===== src/rtl/cyp_fifo_ctrl_if.sv =====
// FX2 slave-FIFO bus plus the RX/TX stream handshakes of the FIFO controller.
// master = controller side, slave = FX2 pins and stream endpoints.
interface cyp_fifo_ctrl_if #(
  parameter int DW = 16
);
  logic          en;
  logic          usb_flaga;
  logic          usb_flagc;
  logic [DW-1:0] usb_fd_i;
  logic [DW-1:0] usb_fd_o;
  logic          usb_fd_oe;
  logic [1:0]    usb_fifoaddr;
  logic          usb_slcs;
  logic          usb_sloe;
  logic          usb_slrd;
  logic          usb_slwr;
  logic          usb_pktend;
  logic [DW-1:0] rx_data;
  logic          rx_wen;
  logic          rx_afull;
  logic [DW-1:0] tx_data;
  logic          tx_valid;
  logic          tx_ready;

  modport master (
    input  en, usb_flaga, usb_flagc, usb_fd_i, rx_afull, tx_data, tx_valid,
    output usb_fd_o, usb_fd_oe, usb_fifoaddr, usb_slcs, usb_sloe, usb_slrd,
           usb_slwr, usb_pktend, rx_data, rx_wen, tx_ready
  );

  modport slave (
    output en, usb_flaga, usb_flagc, usb_fd_i, rx_afull, tx_data, tx_valid,
    input  usb_fd_o, usb_fd_oe, usb_fifoaddr, usb_slcs, usb_sloe, usb_slrd,
           usb_slwr, usb_pktend, rx_data, rx_wen, tx_ready
  );
endinterface


===== src/rtl/cyp_fifo_ctrl.sv =====
// Cypress FX2 slave-FIFO controller: EP2 OUT reads into an RX stream, TX stream
// writes to EP6 IN with short-packet commit on idle, round-robin arbitration.
module cyp_fifo_ctrl #(
  parameter int DW        = 16,
  parameter int PKT_WORDS = 256,
  parameter int IDLE_CLKS = 64,
  parameter int RD_BURST  = 256
) (
  input logic             cyp_clk,
  input logic             rst,
  cyp_fifo_ctrl_if.master bus
);

  localparam int PW = (PKT_WORDS > 1) ? $clog2(PKT_WORDS) : 1;
  localparam int IW = (IDLE_CLKS > 1) ? $clog2(IDLE_CLKS) : 1;
  localparam int BW = $clog2(RD_BURST + 1);
  localparam logic [PW-1:0] PKT_LAST  = PW'(PKT_WORDS - 1);
  localparam logic [IW-1:0] IDLE_LAST = IW'(IDLE_CLKS - 1);
  localparam logic [BW-1:0] BURST_MAX = BW'(RD_BURST);

  typedef enum logic [2:0] {IDLE, RD_OE, RD, TURN, WR, PKTEND} state_e;

  state_e        state_q, state_d;
  logic [BW-1:0] burst_cnt_q, burst_cnt_d;
  logic [PW-1:0] pkt_cnt_q, pkt_cnt_d;
  logic [IW-1:0] idle_cnt_q, idle_cnt_d;
  logic          last_rd_q, last_rd_d;
  logic [1:0]    fifoaddr_q, fifoaddr_d;
  logic [DW-1:0] rx_data_q, rx_data_d;
  logic          rx_wen_q, rx_wen_d;

  logic          rd_req, wr_req, rd_go;
  logic          slrd_n, slwr_n, sloe_n, pktend_n, fd_oe, tx_ready;
  logic [1:0]    fifoaddr_o;
  logic [DW-1:0] fd_o;

  always_comb begin
    state_d     = state_q;
    burst_cnt_d = burst_cnt_q;
    pkt_cnt_d   = pkt_cnt_q;
    idle_cnt_d  = idle_cnt_q;
    last_rd_d   = last_rd_q;
    fifoaddr_d  = fifoaddr_q;
    rx_data_d   = rx_data_q;
    rx_wen_d    = 1'b0;
    slrd_n      = 1'b1;
    slwr_n      = 1'b1;
    sloe_n      = 1'b1;
    pktend_n    = 1'b1;
    fd_oe       = 1'b0;
    fd_o        = '0;
    tx_ready    = 1'b0;

    rd_req = bus.usb_flaga & ~bus.rx_afull;
    wr_req = bus.usb_flagc & bus.tx_valid;
    rd_go  = rd_req & (burst_cnt_q < BURST_MAX);

    unique case (state_q)
      IDLE: begin
        if (bus.en) begin
          if (rd_req && (!wr_req || !last_rd_q)) begin
            state_d   = RD_OE;
            last_rd_d = 1'b1;
          end else if (wr_req) begin
            state_d   = TURN;
            last_rd_d = 1'b0;
          end
        end
      end
      RD_OE: begin
        sloe_n      = 1'b0;
        fifoaddr_d  = 2'b00;
        burst_cnt_d = '0;
        state_d     = RD;
      end
      RD: begin
        sloe_n     = 1'b0;
        fifoaddr_d = 2'b00;
        if (rd_go) begin
          slrd_n      = 1'b0;
          rx_data_d   = bus.usb_fd_i;
          rx_wen_d    = 1'b1;
          burst_cnt_d = burst_cnt_q + 1'b1;
        end else begin
          state_d = IDLE;
        end
      end
      TURN: begin
        fifoaddr_d  = 2'b10;
        burst_cnt_d = '0;
        idle_cnt_d  = '0;
        state_d     = WR;
      end
      WR: begin
        fifoaddr_d = 2'b10;
        fd_oe      = 1'b1;
        fd_o       = bus.tx_data;
        if (wr_req) begin
          slwr_n     = 1'b0;
          tx_ready   = 1'b1;
          idle_cnt_d = '0;
          pkt_cnt_d  = (pkt_cnt_q == PKT_LAST) ? '0 : pkt_cnt_q + 1'b1;
          if (burst_cnt_q < BURST_MAX) burst_cnt_d = burst_cnt_q + 1'b1;
        end else begin
          idle_cnt_d = idle_cnt_q + 1'b1;
        end
        // Writes share the read burst cap so a waiting EP2 read gets alternate turns.
        if (!wr_req && idle_cnt_q == IDLE_LAST)
          state_d = (pkt_cnt_q != '0) ? PKTEND : IDLE;
        else if (bus.usb_flaga && !last_rd_q && burst_cnt_d == BURST_MAX)
          state_d = IDLE;
      end
      PKTEND: begin
        fifoaddr_d = 2'b10;
        if (bus.usb_flagc) begin
          pktend_n  = 1'b0;
          pkt_cnt_d = '0;
          state_d   = IDLE;
        end
      end
      default: state_d = IDLE;
    endcase

    fifoaddr_o = fifoaddr_d;
    // Reset silences the pins combinationally, before the state flops clear.
    if (rst) begin
      slrd_n     = 1'b1;
      slwr_n     = 1'b1;
      sloe_n     = 1'b1;
      pktend_n   = 1'b1;
      fd_oe      = 1'b0;
      fd_o       = '0;
      tx_ready   = 1'b0;
      fifoaddr_o = 2'b00;
    end
  end

  always_ff @(posedge cyp_clk) begin
    if (rst) begin
      state_q     <= IDLE;
      burst_cnt_q <= '0;
      pkt_cnt_q   <= '0;
      idle_cnt_q  <= '0;
      last_rd_q   <= 1'b0;
      fifoaddr_q  <= 2'b00;
      rx_data_q   <= '0;
      rx_wen_q    <= 1'b0;
    end else begin
      state_q     <= state_d;
      burst_cnt_q <= burst_cnt_d;
      pkt_cnt_q   <= pkt_cnt_d;
      idle_cnt_q  <= idle_cnt_d;
      last_rd_q   <= last_rd_d;
      fifoaddr_q  <= fifoaddr_d;
      rx_data_q   <= rx_data_d;
      rx_wen_q    <= rx_wen_d;
    end
  end

  assign bus.usb_slrd     = slrd_n;
  assign bus.usb_slwr     = slwr_n;
  assign bus.usb_sloe     = sloe_n;
  assign bus.usb_pktend   = pktend_n;
  assign bus.usb_slcs     = 1'b0;
  assign bus.usb_fd_oe    = fd_oe;
  assign bus.usb_fd_o     = fd_o;
  assign bus.usb_fifoaddr = fifoaddr_o;
  assign bus.tx_ready     = tx_ready;
  assign bus.rx_wen       = rx_wen_q & ~rst;
  assign bus.rx_data      = rst ? '0 : rx_data_q;

endmodule


===== src/flat_wrapper.sv =====
// flat-port wrapper written by rule: the top's interface ports become plain ports
module cyp_fifo_ctrl_flat 
#(
  parameter int DW        = 16,
  parameter int PKT_WORDS = 256,
  parameter int IDLE_CLKS = 64,
  parameter int RD_BURST  = 256
)
  (cyp_clk, rst, bus_en, bus_usb_flaga, bus_usb_flagc, bus_usb_fd_i, bus_rx_afull, bus_tx_data, bus_tx_valid, bus_usb_fd_o, bus_usb_fd_oe, bus_usb_fifoaddr, bus_usb_slcs, bus_usb_sloe, bus_usb_slrd, bus_usb_slwr, bus_usb_pktend, bus_rx_data, bus_rx_wen, bus_tx_ready);
  cyp_fifo_ctrl_if #(.DW(DW)) bus_i ();
  input logic cyp_clk;
  input logic rst;
  input wire logic [$bits(bus_i.en)-1:0] bus_en;
  input wire logic [$bits(bus_i.usb_flaga)-1:0] bus_usb_flaga;
  input wire logic [$bits(bus_i.usb_flagc)-1:0] bus_usb_flagc;
  input wire logic [$bits(bus_i.usb_fd_i)-1:0] bus_usb_fd_i;
  input wire logic [$bits(bus_i.rx_afull)-1:0] bus_rx_afull;
  input wire logic [$bits(bus_i.tx_data)-1:0] bus_tx_data;
  input wire logic [$bits(bus_i.tx_valid)-1:0] bus_tx_valid;
  output wire logic [$bits(bus_i.usb_fd_o)-1:0] bus_usb_fd_o;
  output wire logic [$bits(bus_i.usb_fd_oe)-1:0] bus_usb_fd_oe;
  output wire logic [$bits(bus_i.usb_fifoaddr)-1:0] bus_usb_fifoaddr;
  output wire logic [$bits(bus_i.usb_slcs)-1:0] bus_usb_slcs;
  output wire logic [$bits(bus_i.usb_sloe)-1:0] bus_usb_sloe;
  output wire logic [$bits(bus_i.usb_slrd)-1:0] bus_usb_slrd;
  output wire logic [$bits(bus_i.usb_slwr)-1:0] bus_usb_slwr;
  output wire logic [$bits(bus_i.usb_pktend)-1:0] bus_usb_pktend;
  output wire logic [$bits(bus_i.rx_data)-1:0] bus_rx_data;
  output wire logic [$bits(bus_i.rx_wen)-1:0] bus_rx_wen;
  output wire logic [$bits(bus_i.tx_ready)-1:0] bus_tx_ready;
  assign bus_i.en = bus_en;
  assign bus_i.usb_flaga = bus_usb_flaga;
  assign bus_i.usb_flagc = bus_usb_flagc;
  assign bus_i.usb_fd_i = bus_usb_fd_i;
  assign bus_i.rx_afull = bus_rx_afull;
  assign bus_i.tx_data = bus_tx_data;
  assign bus_i.tx_valid = bus_tx_valid;
  assign bus_usb_fd_o = bus_i.usb_fd_o;
  assign bus_usb_fd_oe = bus_i.usb_fd_oe;
  assign bus_usb_fifoaddr = bus_i.usb_fifoaddr;
  assign bus_usb_slcs = bus_i.usb_slcs;
  assign bus_usb_sloe = bus_i.usb_sloe;
  assign bus_usb_slrd = bus_i.usb_slrd;
  assign bus_usb_slwr = bus_i.usb_slwr;
  assign bus_usb_pktend = bus_i.usb_pktend;
  assign bus_rx_data = bus_i.rx_data;
  assign bus_rx_wen = bus_i.rx_wen;
  assign bus_tx_ready = bus_i.tx_ready;
  cyp_fifo_ctrl #(.DW(DW), .PKT_WORDS(PKT_WORDS), .IDLE_CLKS(IDLE_CLKS), .RD_BURST(RD_BURST)) u_core (.cyp_clk(cyp_clk), .rst(rst), .bus(bus_i));
endmodule

===== config.mk =====
export PLATFORM = sky130hd
export DESIGN_NAME = cyp_fifo_ctrl_flat
export DESIGN_NICKNAME = d
export VERILOG_FILES = /design/src/rtl/cyp_fifo_ctrl_if.sv /design/src/rtl/cyp_fifo_ctrl.sv /design/src/flat_wrapper.sv
export SDC_FILE = /design/constraint.sdc
export NUM_CORES = 1
export LEC_CHECK = 0
export ABC_CLOCK_PERIOD_IN_PS = 5400
export BUFFER_PORTS_ARGS = -buffer_cell sky130_fd_sc_hd__buf_4
export CAP_MARGIN = 20
export CORE_MARGIN = 4
export CORE_UTILIZATION = 39
export DETAILED_ROUTE_END_ITERATION = 8
export HOLD_SLACK_MARGIN = 0.12
export PLACE_DENSITY = 0.69
export REMOVE_ABC_BUFFERS = 1
export SLEW_MARGIN = 25
export SYNTH_ARGS = -nofsm -noshare
export SYNTH_HDL_FRONTEND = slang
export SYNTH_SLANG_ARGS = --single-unit

===== constraint.sdc =====
create_clock -name cyp_clk -period 5.4 [get_ports cyp_clk]
set_input_delay 1.08 -clock cyp_clk [delete_from_list [all_inputs] [get_ports cyp_clk]]
set_output_delay 1.08 -clock cyp_clk [all_outputs]
set_load 0.01 [all_outputs]

; ---- After elaboration in Yosys (flattened, before gate mapping)
; Index checks and enable logic that the tools add are counted.
[totals]
ff_bits = 46
input_bits = 39
out_inout_bits = 42
[op_classes]
n_reduce_logical = 22
magnitude_cmp = 1
muxes = 44
n_addsub = 3
n_bitwise = 7
n_eq_ne = 15
[op_table]
columns = operator, count
row1 = 16-bit two-way mux, 3
row2 = 9-bit two-way mux, 4
row3 = 9-bit one-hot mux with 3 select lines, 1
row4 = 3-bit two-way mux, 8
row5 = 8-bit two-way mux, 3
row6 = 1-bit two-way mux, 19
row7 = 3-bit one-hot mux with 6 select lines, 1
row8 = 8-bit one-hot mux with 2 select lines, 1
row9 = 6-bit one-hot mux with 2 select lines, 1
row10 = 9-bit by 1-bit adder with 9-bit output (second input constant), 1
row11 = 9-bit equality test (second input constant), 1
row12 = 9-bit < comparator (second input constant), 1
row13 = 8-bit by 1-bit adder with 8-bit output (second input constant), 1
row14 = 8-bit equality test (second input constant), 1
row15 = 8-bit nonzero test, 1
row16 = 6-bit by 1-bit adder with 6-bit output (second input constant), 1
row17 = 3-bit by 2-bit equality test with 1-bit output (second input constant), 2
row18 = 3-bit equality test (second input constant), 2
row19 = 6-bit equality test (second input constant), 1
row20 = 6-bit two-way mux, 1
row21 = 2-bit != test (second input constant), 3
row22 = 3-bit by 1-bit != test with 1-bit output (second input constant), 2
row23 = 3-bit AND reduction, 2
row24 = 2-bit nonzero test, 3
row25 = other kinds (15), 28

; ---- Longest topological paths before layout
; Gate-level depths: netlist (run 1).
[depth]
word_depth = 9
ltp_mapped = 10
ltp_nobuf = 10

; ---- Worst setup path before layout (run 1)
; No wires, ideal clock.
[synth_path]
path_type = in2out
startpoint = input port bus_usb_flaga
endpoint = output port bus_usb_slrd
stages = 5
slack_ps = 2426
required_ps = 4320
arrival_ps = 1894
path_cell_list = nor2b_1 -> nand4_1 -> clkbuf_1 -> nor2_1 -> inv_1
[synth_between]
elab_chain_len = 5
[synth_rtl]
columns = item, line_no
row1 = "start, declared", flat_wrapper.sv:14  ; input wire logic [$bits(bus_i.usb_flaga)-1:0] bus_usb_flaga;
row2 = 1-bit bitwise AND, cyp_fifo_ctrl.sv:54  ; rd_req = bus.usb_flaga & ~bus.rx_afull;
row3 = 1-bit bitwise AND, cyp_fifo_ctrl.sv:56  ; rd_go = rd_req & (burst_cnt_q < BURST_MAX);
row4 = 1-bit two-way mux, cyp_fifo_ctrl.sv:79  ; if (rd_go) begin
row5 = 1-bit two-way mux, cyp_fifo_ctrl.sv:58  ; unique case (state_q)
row6 = 1-bit two-way mux, cyp_fifo_ctrl.sv:126  ; if (rst) begin
row7 = "end, declared", flat_wrapper.sv:25  ; output wire logic [$bits(bus_i.usb_slrd)-1:0] bus_usb_slrd;
; No other way between the ends.

; ---- Final worst setup path (run 1)
[layout_path]
startpoint = register u_core.state_q[2]
endpoint = output port bus_tx_ready
[layout_between]
elab_chain_len = 3
[layout_rtl]
columns = item, line_no
row1 = "start, declared", cyp_fifo_ctrl.sv:23  ; state_e state_q, state_d;
row2 = "start signal, assigned", cyp_fifo_ctrl.sv:149  ; state_q <= state_d;
row3 = 3-bit equality test, cyp_fifo_ctrl.sv:58
row4 = 1-bit two-way mux, cyp_fifo_ctrl.sv:58
row5 = 1-bit two-way mux, cyp_fifo_ctrl.sv:126
row6 = "end, declared", flat_wrapper.sv:30  ; output wire logic [$bits(bus_i.tx_ready)-1:0] bus_tx_ready;
; No other way between the ends.

==> impl_metrics.ini, run 1 <==
[worst_setup_path]
crit_type = reg -> out
path_cells = or3b_1 -> nor2_1 -> nand2_1 -> inv_1 -> buf_4
crit_path_end_kind = output pin
rr_worst_depth = 10
cp.depth = 5
cp_slowest_stage_delay_ns = 0.70
r2r_slack_ns = 2.65
crit_arrival_ns = 2.65
crit_fanout = 18
crit_family = simple AND/OR/NAND/NOR gates
worst_r2r_endpoint = u_core.state_q[2]
timing.rr.start = u_core.burst_cnt_q[0]
critPathSlowestCell = nor2_1
path_buf_inv = 2
cp-start-kind = flop
worstPathRequired_ns = 4.32

[clock_tree]
cts.path.max_buffers = 2
cts.sink_count = 46
htreeDepth = 2
cts_hold_buf = 0
cts.reportedPaths.clkPinSlew_ns = 0.09
post_cts_buffers = 0
clk_latency_ns = 0.31
cts_resized = 0
numCtsBuffers = 5
cts_tree = done
cts_root_buffer = clkbuf_8

[yosys]
ys_warn_count = 0
syn_avg_cell_area_um2 = 7.539
synth_area_leaders = dfxtp_1 34%, a21oi_1 7.5%, nand2_1 7.3%, nor2_1 4.8%, nor2b_1 4.4%
synth_seq_area_share = 0.3441
synth_top_area_cell = dfxtp_1
ys_types = 56
synth_edf_count = 0
ys_ff_latch = 46
syn_area_mm2 = 0.002676
ys_async_sr_fraction = 0
ys.flop_type = dfxtp_1
synth_top_area_share = 0.3441
synth_cells = 355

[run_status]
status = completed

[placement]
gp_congestion = 0.8518
portBuffers = 79
pre_cts_ws_ns = 1.872
dp.cells = 491
hpwl_um = 4978

[timing]
period_share = 0.6912
maxSlewViolCount = 0
setup_ws_ns = 1.668
max_slew_margin = 0.4250
tns_ns = 0
hold_violations = 0
tightest_slew_ns = 0.8625
setup-violations-final = 0
rsz0062_at_grt = false
post-route-min-period_ns = 3.732
fmax_ghz = 0.2679
fin_skew_ns = 0.01088

[drt]
post-route-drc-count = 0
drt_wl_total_um = 6871
wl_per_cell_um = 13.77
initialDrtViolationCount = 178
routed_via_density = 5.423
firstDrtPassIters = 5
vias = 2706
ant_nets = 0

[global_route]
grt_max_degree = 67
grt_usage = 0.1636
antenna_found_initial = 0
grt_pass1_vias = 2377
grt_pass1_wl_um = 11390
grt_overflow_total = 0

[worst_hold_path]
hold_depth = 2
min_path_type = reg -> reg
min_from = u_core.rx_data_q[10]
min_to = u_core.rx_data_q[10]

[power]
switching_share = 0.2909
pwr-share-comb = 0.201
peakVddDrop_mv = 0.1426
power.leakage_nw = 1.346
p_clk_frac = 0.357
netSwitchingPower_w = 0.0002536
p_int_w = 0.0006183
seq_power_share = 0.442
p_per_area_mw_per_mm2 = 255.7

[floorplan]
rows = 29
ios = 81
die-area_mm2 = 0.008252
core_mm2 = 0.006495
die_h_um = 90.84
start_util = 0.4121
die_x_um = 90.84

[cells_and_area]
post-route-util = 0.5249
drive_gt1_frac = 0.2346
syn_to_final_growth_pct = 27.40
final_nets = 465
final_common_cell = buf_4
final_cells = 499
multi_input_area_mm2 = 0.001620
diodes = 0
regArea_um2 = 920.9
nFillCells = 647
layout_common_cells = 80 x buf_4, 52 x nand2_1, 46 x dfxtp_1

[flow_run]
maxCapViolations = 0
==> layer usage <==
| layer | track usage | share of wire |
|---|---|---|
| met4 | 0.04899 | 0.011 |
| met2 | 0.2489 | 0.47 |
| met3 | 0.02833 | 0.043 |
| met1 | 0.2356 | 0.47 |
| met5 | 0 | 0 |
==> through the flow <==
stage / hold slack [ns] / instance area [um^2] / total power, W
after floorplan: 0.4257 / 2575 / 0.0004901
after global placement: 0.4379 / 3272 / 0.0005646
after detailed placement: 0.4419 / 3272 / 0.0005673
after CTS: 0.4536 / 3410 / 0.0008749
after global routing: 0.4800 / 3410 / 0.0009136
final: 0.4518 / 3410 / 0.0008719
==> state kept, by name (all words and copies together) (netlist names) <==
| name | flops |
|---|---|
| u_core.rx_data_q | 16 |
| u_core.burst_cnt_q | 9 |
| u_core.pkt_cnt_q | 8 |
| u_core.idle_cnt_q | 6 |
| u_core.state_q | 3 |
| u_core.fifoaddr_q | 2 |
| u_core.last_rd_q | 1 |
| u_core.rx_wen_q | 1 |
==> worst register-to-register path: cells and delay by family, from the launching register on <==
family	cells	cell delay [ns]
and+or+nand+nor	5	1.00
DFF	1	0.52
adders and majority gates	2	0.53
AOI/OAI and AO/OA	3	0.60
==> cell type report <==
class | count | share of cell area
Tap cell | 77 | 0.02826
Clock buffer | 5 | 0.02018
Inverter | 9 | 0.009908
Timing Repair Buffer | 80 | 0.1761
Sequential cell | 46 | 0.2701
Multi-Input combinational cell | 279 | 0.4752
Clock inverter | 3 | 0.02018
==> synth_stat cells, types with 2 or more instances <==
| master | number |
|---|---|
| ha_1 | 5 |
| and2_1 | 17 |
| dfxtp_1 | 46 |
| a311oi_1 | 2 |
| and4b_1 | 2 |
| xnor2_1 | 4 |
| a31oi_1 | 2 |
| or4_1 | 2 |
| a21oi_1 | 40 |
| nor3_1 | 5 |
| or3_1 | 7 |
| nand4_1 | 6 |
| clkbuf_1 | 12 |
| o21ai_0 | 15 |
| nor3b_1 | 2 |
| a211oi_1 | 3 |
| buf_4 | 2 |
| nand3_1 | 11 |
| and3_1 | 4 |
| nand2_1 | 52 |
| buf_2 | 6 |
| a22oi_1 | 4 |
| and4_1 | 2 |
| inv_1 | 9 |
| nor2_1 | 34 |
| nand3b_1 | 7 |
| o2111ai_1 | 4 |
| nor2b_1 | 19 |
| nor4_1 | 4 |
==> how the worst max path moves through the flow <==
| stage | endpoint | from |
|---|---|---|
| after floorplan | bus_usb_slrd | bus_usb_flaga |
| after global placement | bus_tx_ready | rst |
| after detailed placement | bus_tx_ready | rst |
| after CTS | bus_tx_ready | u_core.state_q[2] |
| after global routing | bus_tx_ready | u_core.state_q[2] |
| final | bus_tx_ready | u_core.state_q[2] |
==> kinds of logic after synthesis <==
kind of cell    after synthesis  share of synthesized area
compound gates               83                     0.1935
xor+xnor                      4                    0.01309
fa+ha+maj                     5                    0.02338
buf+inv                      30                    0.05049
flops                        46                     0.3441
mux                           2                   0.007947
other cells                   1                   0.001401
simple gates                184                     0.3661
==> power by group through the flow <==
| stage | Clock, W | Combinational (W) | Sequential (W) |
|---|---|---|---|
| floorplan | 0 | 0.000104 | 0.000386 |
| global placement | 0 | 0.000173 | 0.000392 |
| detailed placement | 0 | 0.000175 | 0.000393 |
| CTS | 0.000315 | 0.000175 | 0.000384 |
| global route | 0.000327 | 0.000196 | 0.000391 |
| finish | 0.000311 | 0.000175 | 0.000385 |
(Power assumes the default switching activity.)
==> inputs of run 2 (changes only) <==
ABC_CLOCK_PERIOD_IN_PS = 3100   (was 5400)
PLACE_DENSITY = 0.72   (was 0.69)
clock period = 3.1 ns   (was 5.4 ns; I/O delays follow)
==> run 2 against run 1 <==
Net effect: clock skew shrank 0.0010 ns; first-iteration DRC count grew 18%; setup slack lost 1.3 ns; cell count grew 1.0%; critical endpoint is now bus_usb_fd_o[7]; largest cell class unchanged; highest routed layer unchanged; largest power group unchanged.
==> impl_metrics.ini, run 2 (synthesis gave the netlist of run 1 again) <==
[clock_tree]
clk_latency_ns = 0.31
cts.path.max_buffers = 2
cts_tree = done
htreeDepth = 2
numCtsBuffers = 5
cts.reportedPaths.clkPinSlew_ns = 0.09
post_cts_buffers = 0
cts.sink_count = 46
cts_resized = 0
cts_root_buffer = clkbuf_8
cts_hold_buf = 0

[timing]
setup-violations-final = 0
post-route-min-period_ns = 2.699
max_slew_margin = 0.6325
whs_ns = 0.4539
rsz0062_at_grt = false
tightest_slew_ns = 0.5462
tns_ns = 0
fmax_ghz = 0.3704
maxSlewViolCount = 0
hold_violations = 0
period_share = 0.8708
fin_skew_ns = 0.009842

[cells_and_area]
final_nets = 470
nFillCells = 584
final_common_cell = buf_4
diodes = 0
syn_to_final_growth_pct = 28.05
drive_gt1_frac = 0.2436
regMostFlops = u_core.rx_data_q
final_area_mm2 = 0.003427
layout_common_cells = 85 x buf_4, 52 x nand2_1, 46 x dfxtp_1
largest_register_ffs = 16
reg.largest.list = u_core.rx_data_q: 16 flops, u_core.burst_cnt_q: 9 flops, u_core.pkt_cnt_q: 8 flops

[global_route]
grt_overflow_total = 0
grt_max_degree = 42
antenna_found_initial = 0
grt_usage = 0.1646
grt_pass1_wl_um = 11610
grt_pass1_vias = 2428

[worst_setup_path]
cp_slowest_stage_delay_ns = 0.66
worstPathRequired_ns = 2.48
cp-start-kind = flop
crit_type = reg -> out
crit_arrival_ns = 2.08
path_buf_inv = 2
crit_path_end_kind = output pin
crit_family = simple AND/OR/NAND/NOR gates
critPathSlowestCell = or3b_1
crit_fanout = 18
worst_path_most_repeated_cell = buf_4
path_cells = or3b_1 -> nor2_1 -> buf_4 -> and2_1 -> buf_4

[floorplan]
die-area_mm2 = 0.008252
die_x_um = 90.84
die_h_um = 90.84
core_mm2 = 0.006495
start_util = 0.4121
ios = 81
rows = 29

[drt]
ant_nets = 0
post-route-drc-count = 0
vias = 2706
wl_per_cell_um = 13.47
firstDrtPassIters = 5
routed_via_density = 5.369
initialDrtViolationCount = 210
drt_wl_total_um = 6787

[worst_hold_path]
min_path_type = reg -> reg

[power]
peakVddDrop_mv = 0.2596
power.leakage_nw = 1.360
power_w = 0.001464
p_per_area_mw_per_mm2 = 427.1

[placement]
portBuffers = 79
dpl_cell_area_mm2 = 0.003309
gp_congestion = 0.8561
hpwl_um = 4967

[flow_run]
maxCapViolations = 0

[run_status]
status = completed
## run 2: cell count changes in the layout (fill, tap and decap cells not counted)
| cell | delta |
|---|---|
| buf_4 | +5 |
| bufinv_16 | -1 |
| clkinv_4 | -1 |
| clkinvlp_4 | +1 |
| inv_8 | +1 |
## run 2: stage by stage
step	instances	util	setup WS [ns]
after global placement	496	0.5095	0.6107
after floorplan	334	-	0.4511
after global routing	504	0.5276	0.2473
after CTS	504	0.5276	0.4004
after detailed placement	496	0.5095	0.4998
final	504	0.5276	0.4005
## run 2: report_power, final
part | internal, W | total [W] | switching (W)
Sequential | 0.000618 | 0.000649 | 0.0000311
Combinational | 0.000146 | 0.000339 | 0.000193
Clock | 0.000246 | 0.000475 | 0.000229
Total | 0.00101 | 0.00146 | 0.000454
## run 2: worst reg2reg max path, delay by kind of cell (launching register included)
kind                     cells  cell delay [ns]
AND/OR/NAND/NOR              5             0.97
AO/OA/AOI/OAI                3             0.58
adder cells (fa/ha/maj)      2             0.50
flip-flops                   1             0.49
## run 2: layout make-up
cell class	count	area, um^2	share of cell area
Tap cell	77	96.34	0.02811
Sequential cell	46	920.9	0.2687
Clock inverter	3	48.80	0.01424
Inverter	9	33.78	0.009858
Multi-Input combinational cell	279	1620	0.4728
Timing Repair Buffer	85	638.1	0.1862
Clock buffer	5	68.82	0.02008
## run 2: path summary, 6_finish.rpt
| path | depth (start not counted) | end | slack [ns] | startpoint |
|---|---|---|---|---|
| worst min-delay path | 2 | u_core.rx_data_q[11] | 0.45 | u_core.rx_data_q[11] |
| worst min register to register | 2 | u_core.rx_data_q[11] | 0.45 | u_core.rx_data_q[11] |
| worst max-delay path | 5 | bus_usb_fd_o[7] | 0.40 | u_core.state_q[0] |
| worst max register to register | 10 | u_core.state_q[2] | 0.47 | u_core.burst_cnt_q[0] |
## run 2: layer usage
| metal | track usage | vias to the layer above | share of wire |
|---|---|---|---|
| met5 | 0 | - | 0 |
| met3 | 0.02833 | 10 | 0.057 |
| met4 | 0.04523 | 0 | 0.014 |
| li1 | - | 1394 | - |
| met2 | 0.2569 | 84 | 0.46 |
| met1 | 0.2331 | 1218 | 0.47 |
